--- src/rtl/mmio_peripheral.sv ---
// mmio_peripheral: memory-mapped LED, debounced switches, reloadable timer and cycle counter
// Ports: clk/reset (sync, active-low); Address/Write_data/MemRead/MemWrite CPU data port;
// Read_data combinational load data; hit window decode; SW raw switches; LEDR LED register; irq timer interrupt.
module mmio_peripheral #(
   parameter logic [31:0] BASE_ADDR       = 32'h40000000,
   parameter logic [19:0] DEBOUNCE_CYCLES = 20'd50000,
   parameter int          IO_WIDTH        = 10
) (
   input  logic                clk,
   input  logic                reset,
   input  logic [31:0]         Address,
   input  logic [31:0]         Write_data,
   input  logic                MemRead,
   input  logic                MemWrite,
   output logic [31:0]         Read_data,
   output logic                hit,
   input  logic [IO_WIDTH-1:0] SW,
   output logic [IO_WIDTH-1:0] LEDR,
   output logic                irq
);
   localparam logic [19:0] DB_LAST = DEBOUNCE_CYCLES - 20'd1;
   logic [2:0]          off;
   logic                wr, ovf, tcon_wr;
   logic [IO_WIDTH-1:0] led_q, led_d, sync1_q, sync2_q, cand_q, sw_q, sw_d;
   logic [19:0]         cnt_q, cnt_d;
   logic [31:0]         th_q, th_d, tl_q, tl_d, tick_q, rsel;
   logic                en_q, en_d, ie_q, ie_d, st_q, st_d, irq_q;
   logic                unused_ok;
   assign unused_ok = ^Address[1:0];
   assign hit       = Address[31:5] == BASE_ADDR[31:5];
   assign off       = Address[4:2];
   assign wr        = MemWrite & hit;
   assign tcon_wr   = wr && off == 3'd4;
   assign ovf       = en_q & (&tl_q);
   assign LEDR      = led_q;
   assign irq       = irq_q;
   always_comb begin
      led_d = (wr && off == 3'd0) ? Write_data[IO_WIDTH-1:0] : led_q;
      th_d  = (wr && off == 3'd2) ? Write_data : th_q;
      // a CPU store to TL beats both the reload and the increment
      tl_d  = (wr && off == 3'd3) ? Write_data : ovf ? th_q : en_q ? tl_q + 32'd1 : tl_q;
      en_d  = tcon_wr ? Write_data[0] : en_q;
      ie_d  = tcon_wr ? Write_data[1] : ie_q;
      // overflow set dominates a simultaneous write-1-to-clear
      st_d  = ovf | (st_q & ~(tcon_wr & Write_data[2]));
      // counter restarts on any change of the candidate and saturates once accepted
      cnt_d = (sync2_q != cand_q) ? 20'd0 : (cnt_q == DB_LAST) ? cnt_q : cnt_q + 20'd1;
      sw_d  = (sync2_q == cand_q && cnt_q == DB_LAST) ? cand_q : sw_q;
   end
   always_comb begin
      rsel = 32'h0;
      case (off)
         3'd0:    rsel = 32'(led_q);
         3'd1:    rsel = 32'(sw_q);
         3'd2:    rsel = th_q;
         3'd3:    rsel = tl_q;
         3'd4:    rsel = {29'h0, st_q, ie_q, en_q};
         3'd5:    rsel = tick_q;
         default: rsel = 32'h0;
      endcase
   end
   assign Read_data = (MemRead && hit) ? rsel : 32'h0;
   always_ff @(posedge clk) begin
      if (!reset) begin
         led_q   <= '0;
         sync1_q <= '0;
         sync2_q <= '0;
         cand_q  <= '0;
         cnt_q   <= '0;
         sw_q    <= '0;
         th_q    <= '0;
         tl_q    <= '0;
         en_q    <= 1'b0;
         ie_q    <= 1'b0;
         st_q    <= 1'b0;
         tick_q  <= '0;
         irq_q   <= 1'b0;
      end else begin
         led_q   <= led_d;
         sync1_q <= SW;
         sync2_q <= sync1_q;
         cand_q  <= sync2_q;
         cnt_q   <= cnt_d;
         sw_q    <= sw_d;
         th_q    <= th_d;
         tl_q    <= tl_d;
         en_q    <= en_d;
         ie_q    <= ie_d;
         st_q    <= st_d;
         tick_q  <= tick_q + 32'd1;
         irq_q   <= st_q & ie_q;
      end
   end
endmodule

--- config.mk ---
export PLATFORM = sky130hd
export DESIGN_NAME = mmio_peripheral
export DESIGN_NICKNAME = d
export VERILOG_FILES = /design/src/rtl/mmio_peripheral.sv
export SDC_FILE = /design/constraint.sdc
export NUM_CORES = 1
export LEC_CHECK = 0
export ABC_AREA = 1
export BUFFER_PORTS_ARGS = -buffer_cell sky130_fd_sc_hd__clkbuf_2
export CELL_PAD_IN_SITES_DETAIL_PLACEMENT = 0
export CELL_PAD_IN_SITES_GLOBAL_PLACEMENT = 2
export CORE_MARGIN = 3
export CORE_UTILIZATION = 34
export DETAILED_ROUTE_END_ITERATION = 6
export PLACE_DENSITY = 0.94
export REMOVE_ABC_BUFFERS = 1
export SLEW_MARGIN = 20
export SYNTH_ARGS = -nofsm -noshare
export SYNTH_HDL_FRONTEND = slang
export SYNTH_SLANG_ARGS = --single-unit
export TNS_END_PERCENT = 10
--- constraint.sdc ---
create_clock -name clk -period 5.45 [get_ports clk]
set_clock_uncertainty 0.2 [all_clocks]
set_input_delay 0.545 -clock clk [delete_from_list [all_inputs] [get_ports clk]]
set_output_delay 0.545 -clock clk [all_outputs]
set_load 0.005 [all_outputs]
# == After elaboration in Yosys (flattened, before gate mapping) ==
# Cells that the tools add are included.
# word_totals
word_cells,48
input_bits,78
register_bits,170
# op_classes
eq_ne,9
addsub,3
n_bitwise,8
mux,5
reduce_logical,10
# ops
cell,n
32-bit one-hot mux with 6 select lines,1
32-bit 2-to-1 mux,4
32-bit by 1-bit adder with 32-bit output (second input constant),2
32-bit AND reduction,1
27-bit by 26-bit equality test with 1-bit output (second input constant),1
20-bit by 1-bit adder with 20-bit output (second input constant),1
20-bit by 16-bit equality test with 1-bit output (second input constant),1
10-bit equality test,1
10-bit != test,1
3-bit by 2-bit equality test with 1-bit output (second input constant),2
3-bit equality test (second input constant),2
1-bit logical AND,6
1-bit bitwise AND,5
3-bit by 1-bit equality test with 1-bit output (second input constant),1
3-bit logical NOT,1
3-bit nonzero test,1
1-bit inverter,2
2-bit OR reduction,1
1-bit bitwise OR,1

# == Depth between registers and ports, before layout ==
# Gate-level depths: netlist of the first run.
# depth
ltp_word,7
depth_mapped,14
mapped_depth_nobuf,13

# == Worst setup path after synthesis of the first run ==
# OpenSTA, ideal clock, no wires.
# synth_timing
path_type,input port to output port
startpoint,input Address[28]
endpoint,output Read_data[18]
arrival_time_ns,1.639
path_stages,8
required_ns,4.705
setup_slack_ns,3.066
n_path_buf,1
cell_sequence,nor2_1 nand2_1 nor2_1 nand2_1 nor2_4 o211ai_1 clkbuf_1 a31oi_1
# synth_between
elab_chain_cells,3
# synth_rtl
element,line,text
"start, declared",11,"input logic [31:0] Address,"
27-bit by 26-bit equality test with 1-bit output,30,assign hit = Address[31:5] == BASE_ADDR[31:5];
named net hit,16,"output logic hit,"
1-bit logical AND,62,assign Read_data = (MemRead && hit) ? rsel : 32'h0;
32-bit 2-to-1 mux,62,
"end, declared",15,"output logic [31:0] Read_data,"
# The timed path passes the listed nets, and every way through them passes these cells.

# == Worst setup path after layout of the first run ==
# layout_timing
startpoint,input Address[4]
endpoint,output Read_data[8]
# layout_between
elab_chain_cells,3
elab_cells_between_ends,8
classes_between,eq/ne (5); mux (2); reduce/logical (1)
# layout_rtl
element,line,text
"3-bit equality test, or another cell as far along",52,case (off)
32-bit one-hot mux with 6 select lines (*),52,
32-bit 2-to-1 mux (*),62,
# Every way passes the cells marked *; elsewhere a longest branch is shown, timed or not.

==> results of run 1 <==
==> sequential cells by signal, summed over array words and instances (netlist names) <==
| register | count |
|---|---|
| cnt_q | 20 |
| en_q | 1 |
| tick_q | 32 |
| LEDR | 10 |
| st_q | 1 |
| irq | 1 |
| cand_q | 10 |
| ie_q | 1 |
| sw_q | 10 |
| th_q | 32 |
| sync2_q | 10 |
| tl_q | 32 |
| sync1_q | 10 |
==> metal layers <==
metal | global-route usage | share of wire | vias up
met5 | 0 | 0 | -
met4 | 0.0443 | 0.015 | 0
met3 | 0.0296 | 0.050 | 31
met2 | 0.348 | 0.46 | 257
met1 | 0.289 | 0.47 | 4487
li1 | - | - | 5061
==> cell type report <==
| type | instances | area share |
|---|---|---|
| flip-flops and latches | 170 | 0.311 |
| repair buffers | 129 | 0.0613 |
| inverters | 183 | 0.0628 |
| clock inverters | 14 | 0.0160 |
| clock buffers | 18 | 0.0401 |
| well taps | 372 | 0.0425 |
| multi-input cells | 1113 | 0.466 |
==> power by group through the flow <==
stage               sequential (mW)  combinational, mW  clock (mW)
detailed placement             1.29              0.119           0
global placement               1.29              0.118           0
global route                   1.26              0.135        1.35
finish                         1.26              0.120        1.29
floorplan                      1.29             0.0496           0
CTS                            1.26              0.120        1.30
==> kinds of logic after synthesis <==
logic type	synth area share
buf+inv	0.101
flops	0.360
fa+ha+maj	0.00397
simple gates	0.396
xor+xnor	0.0232
compound gates	0.116
==> synthesized netlist by cell type (14+ instances only) <==
master,count
a21oi_1,98
nand2_1,388
dfxtp_1,170
nor3_1,48
nor2_1,273
nand4_1,32
clkbuf_1,36
buf_2,14
o21ai_0,56
inv_1,175
nand3_1,97
o22ai_1,20
==> how the worst max path moves through the flow <==
stage | start | to | slack (ns) | cells past startpoint
final | Address[4] | Read_data[8] | 2.07 | 10
after global routing | Address[4] | Read_data[8] | 1.90 | 10
after detailed placement | Address[4] | tl_q[12] | 1.82 | 10
after global placement | Address[4] | tl_q[22] | 1.90 | 10
after floorplan | Address[2] | th_q[0] | 2.61 | 6
after CTS | Address[4] | Read_data[8] | 2.09 | 10
==> per-stage QoR <==
step | setup WS (ns) | util | instances | total power, mW
floorplan | 2.61 | - | 1466 | 1.34
global placement | 1.90 | 0.380 | 1967 | 1.41
detailed placement | 1.82 | 0.380 | 1967 | 1.41
CTS | 2.09 | 0.403 | 1999 | 2.68
global route | 1.90 | 0.403 | 1999 | 2.75
finish | 2.07 | 0.403 | 1999 | 2.66
==> critical path, stage by stage <==
cell and delay, ns:
clkbuf_2 0.10, inv_1 0.11, nand3_1 0.59, clkinv_1 0.28, buf_4 0.39, nand2_1 0.09, o221ai_1 0.12, nor2_1 0.07
nor2_1 0.16, clkbuf_2 0.16
==> results.md, run 1 <==
* Status: complete, no violations
* Leak at roughly 4.3 nW
* Sink Count at 170
* CTS tree: done
* Share of the synthesized area in the top cell type at 0.360
* R2r startpoint: tl_q[25]
* Total number of vias at 9,836
* Clk pin slew, worst setup/hold paths at 0.08 ns
* Die area at 29,800 um2
* Layout filler cell count at approximately 3,000
* Final hold vios at 0
* Commonest non-fill, non-tap cells in the layout: nand2_1, nor2_1, inv_1, dfxtp_1, clkbuf_2
* Root buf cell: clkbuf_16
* Die X at 173 um
* Post-cts resize count at 0
* Seq/Total Area, Yosys at 0.360
* Post-synth EDFFs at 0
* DRC at 0
* Total GRT Usage at 0.209
* # Max-Cap Violations at 0
* Vias per cell at 4.92
* Worst-Margin Slew at ~1 ns
* Total grt overflow at 0
* Worst Path Arrival at between 2 and 3 ns
* Nets at 1,695
* Achievable Freq at 296 MHz
* Starting Density at 0.348
* Kind of critical path: input port to output pin
* Combinational power share at 0.045
* Maximum VDD drop at 0.160 mV
* Top-level port count at 122
* Initial DRC count at between 800 and 900
* Crit Path Max Fanout at 25
* Startpoint types: input port
* Hold Crit Endpoint: sync1_q[4]
* Reg2reg end: tl_q[15]
* Clock Power Share at 0.482
* Synth Warn # at 0
* Layout cell share with drive strength beyond 1 at 0.114
* Worst R2R Path Depth at 11
* Synthesized flop and latch total at 170
* Multi-input gate area at 5100 um2
* RSZ-0062 raised after global routing: no
* Power share of the sequential group at 0.473
* # port buffers at 119
* Int Pwr at 1.96 mW
* Synth Instances at 1,524
* Hold Path Origin: SW[4]
* Commonest register cell after synthesis: dfxtp_1
* Setup_tns at 0 ns
* Number of antenna diodes at 0
* Post-route minimum period at 3.38 ns
* Critical path capture point type: output pin
* Num CTS Buffers at 17
* Initial antenna violation count at 0
* Cell variety after synth at 42
* First-pass GRT wire length at 49.9 mm
* Post-DP HPWL at roughly 23 mm
* Cell area after layout at ~11,000 um2
* # Post-CTS Setup Buffers at 0
* WP data required at 4.70 ns
* P_sw at 702 uW
* Worst skew pair latency at around 0.44 ns
* Drt wl/cell at 16.0 um
* Global placement routability congestion at 0.869
* Area leader, netlist: dfxtp_1
* Hold Path Depth at 3
* # hold bufs at CTS at 0
* Synthesized area at between 9000 and 10,000 um2
* Ys async rst share at 0
* Core area at roughly 27,000 um2
* Commonest non-fill, non-tap cell in the layout: nand2_1
* Vias in the first global route at 9,119
* R2r setup slk at 2.31 ns
* Final setup viols at 0
* Post-DRT Antenna Nets at 0
* Synth top area cells: dfxtp_1, nand2_1, nor2_1
* Drt first pass iters at 5
* Hold_ws at 0.0824 ns
* Largest net degree at the start of global routing at 47
* Die Span Y at 173 um
* Cell Rows at 60
* H-tree levels at 4
* Area added between synthesis and finish at 15.7%
* Tcrit/Tclk final at 0.620
* Fin. max-slew vios at 0
* Normalized max-slew margin at 0.341
* Syn Area/Cell at 6.20 um2
* Bufs on Longest Clock Path at 2
* Cell Area, Placed at 10,300 um2
* Pwr dens at 244 nW/um2
* HP Class: input port to flip-flop
* Post-Route WL at 31.9 mm
* FF+latch area at 3400 um2
* Sw Share at 0.263
No activity file was read; power rests on OpenSTA's default activity.
==> inputs of run 2 (changes only) <==
--- a/config.mk
+++ b/config.mk
@@ -10,9 +10,9 @@
 export CELL_PAD_IN_SITES_DETAIL_PLACEMENT = 0
 export CELL_PAD_IN_SITES_GLOBAL_PLACEMENT = 2
 export CORE_MARGIN = 3
-export CORE_UTILIZATION = 34
+export CORE_UTILIZATION = 28
 export DETAILED_ROUTE_END_ITERATION = 6
-export PLACE_DENSITY = 0.94
+export PLACE_DENSITY = 0.83
 export REMOVE_ABC_BUFFERS = 1
 export SLEW_MARGIN = 20
 export SYNTH_ARGS = -nofsm -noshare
==> constraint.sdc (replaced) <==
create_clock -name clk -period 3.1 [get_ports clk]
set_clock_uncertainty 0.2 [all_clocks]
set_input_delay 0.31 -clock clk [delete_from_list [all_inputs] [get_ports clk]]
set_output_delay 0.31 -clock clk [all_outputs]
set_load 0.005 [all_outputs]
==> run 2 against run 1 <==
Wire length increased by 4.6%; hold slack got worse by 0.047 ns; core utilization decreased by 5.2 points; final cell count increased by 6.2%; flip-flop and latch count unchanged; first-iteration DRC count decreased by 25%; register-to-register slack got worse by 1.6 ns; via count increased by 1.0%; critical path type is now flip-flop to flip-flop.
==> results.md, run 2 (synthesis gave the netlist of run 1 again) <==
* Status: complete, no violations
* Int Pwr at 3.49 mW (+78%)
* Clock Power Share at 0.471 (-0.011)
* Fin. max-slew vios at 0 (unchanged)
* Placed cell count at 2,050 (+4.2%)
* Total grt overflow at 0 (unchanged)
* Bufs on Longest Clock Path at 2 (unchanged)
* Cell area after layout at 11,500 um2 (+5.2%)
* Achievable Freq at 412 MHz
* Total number of vias at 9,938 (+1.0%)
* Worst skew pair latency at 0.45 ns (about the same)
* Top-level port count at 122 (unchanged)
* # Post-CTS Setup Buffers at 0 (unchanged)
* Initial DRC count at 636 (-25%)
* Die Span Y at 190 um (+9.8%)
* Num CTS Buffers at 17 (unchanged)
* Power share of the sequential group at 0.474 (about the same)
* Leak at 4.50 nW (+5.2%)
* Worst-Margin Slew at 0.719 ns (-0.270 ns)
* Vias in the first global route at 9,325 (+2.3%)
* WP data required at 3.26 ns (-1.44 ns)
* Non-filler cells, final at 2,122 (+6.2%)
* Post-DRT Antenna Nets at 0 (unchanged)
* Post-DP HPWL at 24.8 mm (+7.9%)
* Normalized max-slew margin at 0.521 (+0.180)
* Area added between synthesis and finish at 21.8%
* R2r startpoint: tick_q[0]
* HP Class: input port to flip-flop
* Pwr dens at 406 nW/um2 (+67%)
* Total GRT Usage at 0.186 (-0.0230)
* Sink Count at 170 (unchanged)
* Layout filler cell count at 3,669 (+21%)
* Drt first pass iters at 5 (unchanged)
* Initial antenna violation count at 0 (unchanged)
* Starting Density at 0.288 (-0.0602)
* Crit Path Max Fanout at 6 (-76%)
* Final hold vios at 0 (unchanged)
* Maximum VDD drop at 0.375 mV (+130%)
* P_sw at 1.19 mW (+70%)
* FF+latch area at 3400 um2 (unchanged)
* Kind of critical path: flip-flop to flip-flop
* Post-Route WL at 33.4 mm (+4.6%)
* # port buffers at 119 (unchanged)
* Root buf cell: clkbuf_16
* Multi-input gate area at 5100 um2 (unchanged)
* Die X at 190 um (+9.8%)
* Sw Share at 0.255 (-0.00853)
* Clk pin slew, worst setup/hold paths at 0.08 ns (about the same)
* Vias per cell at 4.68 (-4.8%)
* DRC at 0 (unchanged)
* Layout cell share with drive strength beyond 1 at 0.118 (+0.00354)
* Cell Rows at 66 (+10%)
* Final core occ at 0.350 (-0.0523)
* Hold Path Origin: Write_data[8]
* CTS tree: done
* Global placement routability congestion at 0.852 (-1.9%)
* Number of antenna diodes at 0 (unchanged)
* Combinational power share at 0.055 (+0.010)
* Cell Area, Placed at 10,500 um2 (+1.9%)
* Core area at 32,900 um2 (+21%)
* Critical path capture point type: flip-flop
* Largest registers: th_q: 32 flops, tick_q: 32 flops, tl_q: 32 flops
* Critical path origin: tick_q[0]
* Commonest non-fill, non-tap cell in the layout: nand2_1
* Startpoint types: flip-flop
* Post-cts resize count at 0 (unchanged)
* Tcrit/Tclk final at 0.784
* Worst Path Arrival at 2.59 ns (-0.04 ns)
* Largest net degree at the start of global routing at 59 (+26%)
* Drt wl/cell at 15.7 um (-1.5%)
* First-pass GRT wire length at 52.5 mm (+5.0%)
* Setup_tns at 0 ns (unchanged)
* Final setup viols at 0 (unchanged)
* Nets at 1,748 (+3.1%)
* # Max-Cap Violations at 0 (unchanged)
* Post-route minimum period at 2.43 ns
* Commonest non-fill, non-tap cells in the layout: nand2_1, nor2_1, inv_1, dfxtp_1, clkbuf_2
* Die area at 36,000 um2 (+21%)
* RSZ-0062 raised after global routing: no
* H-tree levels at 4 (unchanged)
run 2: cell types whose count changed in the layout (fill, tap and decap cells not counted), sizes merged:
cell         delta
dlygate4sd3    +40
buf            +13
clkinv          -3
clkbuf          +2
clkinvlp        +1
run 2: area by class of cell:
class                      count  area share
clock buffer                  20      0.0397
tap                          442      0.0480
sequential                   170       0.296
inverter                     183      0.0597
clock inverter                12      0.0114
multi-input combinational   1113       0.443
timing repair buffer         182       0.103
run 2: critical path, cell delays in order (launching register included):
cell and delay [ns]:
dfxtp_1 0.53, ha_1 0.23, nand2_1 0.08, nor2_1 0.17, nand2_1 0.17, nor2_2 0.15
nand2_1 0.13, nor2_1 0.19, nand2_1 0.15, o21ai_1 0.14, nor3b_1 0.18
run 2: power by group through the flow:
| stage | Clock (mW) | Sequential (mW) | Combinational [mW] |
|---|---|---|---|
| finish | 2.21 | 2.22 | 0.258 |
| global route | 2.34 | 2.22 | 0.288 |
| CTS | 2.27 | 2.22 | 0.260 |
| detailed placement | 0 | 2.27 | 0.219 |
| global placement | 0 | 2.27 | 0.218 |
| floorplan | 0 | 2.26 | 0.0871 |
run 2: metal layers:
metal  track usage  wire [um]  share of wire  up-vias
li1              -          -              -     5169
met5             0          0              0        -
met2         0.310      15300           0.46      256
met4        0.0424        435          0.013        0
met3        0.0315       1650          0.050       29
met1         0.252      16000           0.48     4484
run 2: final timing paths:
check | endpoint | slack [ns] | cells past startpoint
setup / recovery | tick_q[30] | 0.67 | 10
hold reg to reg | sync2_q[8] | 0.21 | 2
hold / removal | th_q[8] | 0.04 | 3
setup reg to reg | tick_q[30] | 0.67 | 10
run 2: what timing repair did:
item | CTS | global route
hold buffers | 40 | 0
endpoints found under the hold margin | 56 | 0
endpoints found under the setup margin | 0 | 0
run 2: stage by stage:
| stage | setup slack (ns) | power, mW | hold slack [ns] |
|---|---|---|---|
| 3_5_place_dp | 0.531 | 2.49 | 0.199 |
| 2_1_floorplan | 0.494 | 2.35 | 0.190 |
| 6_report | 0.670 | 4.68 | 0.0352 |
| 3_3_place_gp | 0.552 | 2.48 | 0.194 |
| 5_1_grt | 0.328 | 4.84 | 0.0595 |
| 4_1_cts | 0.645 | 4.75 | 0.0220 |
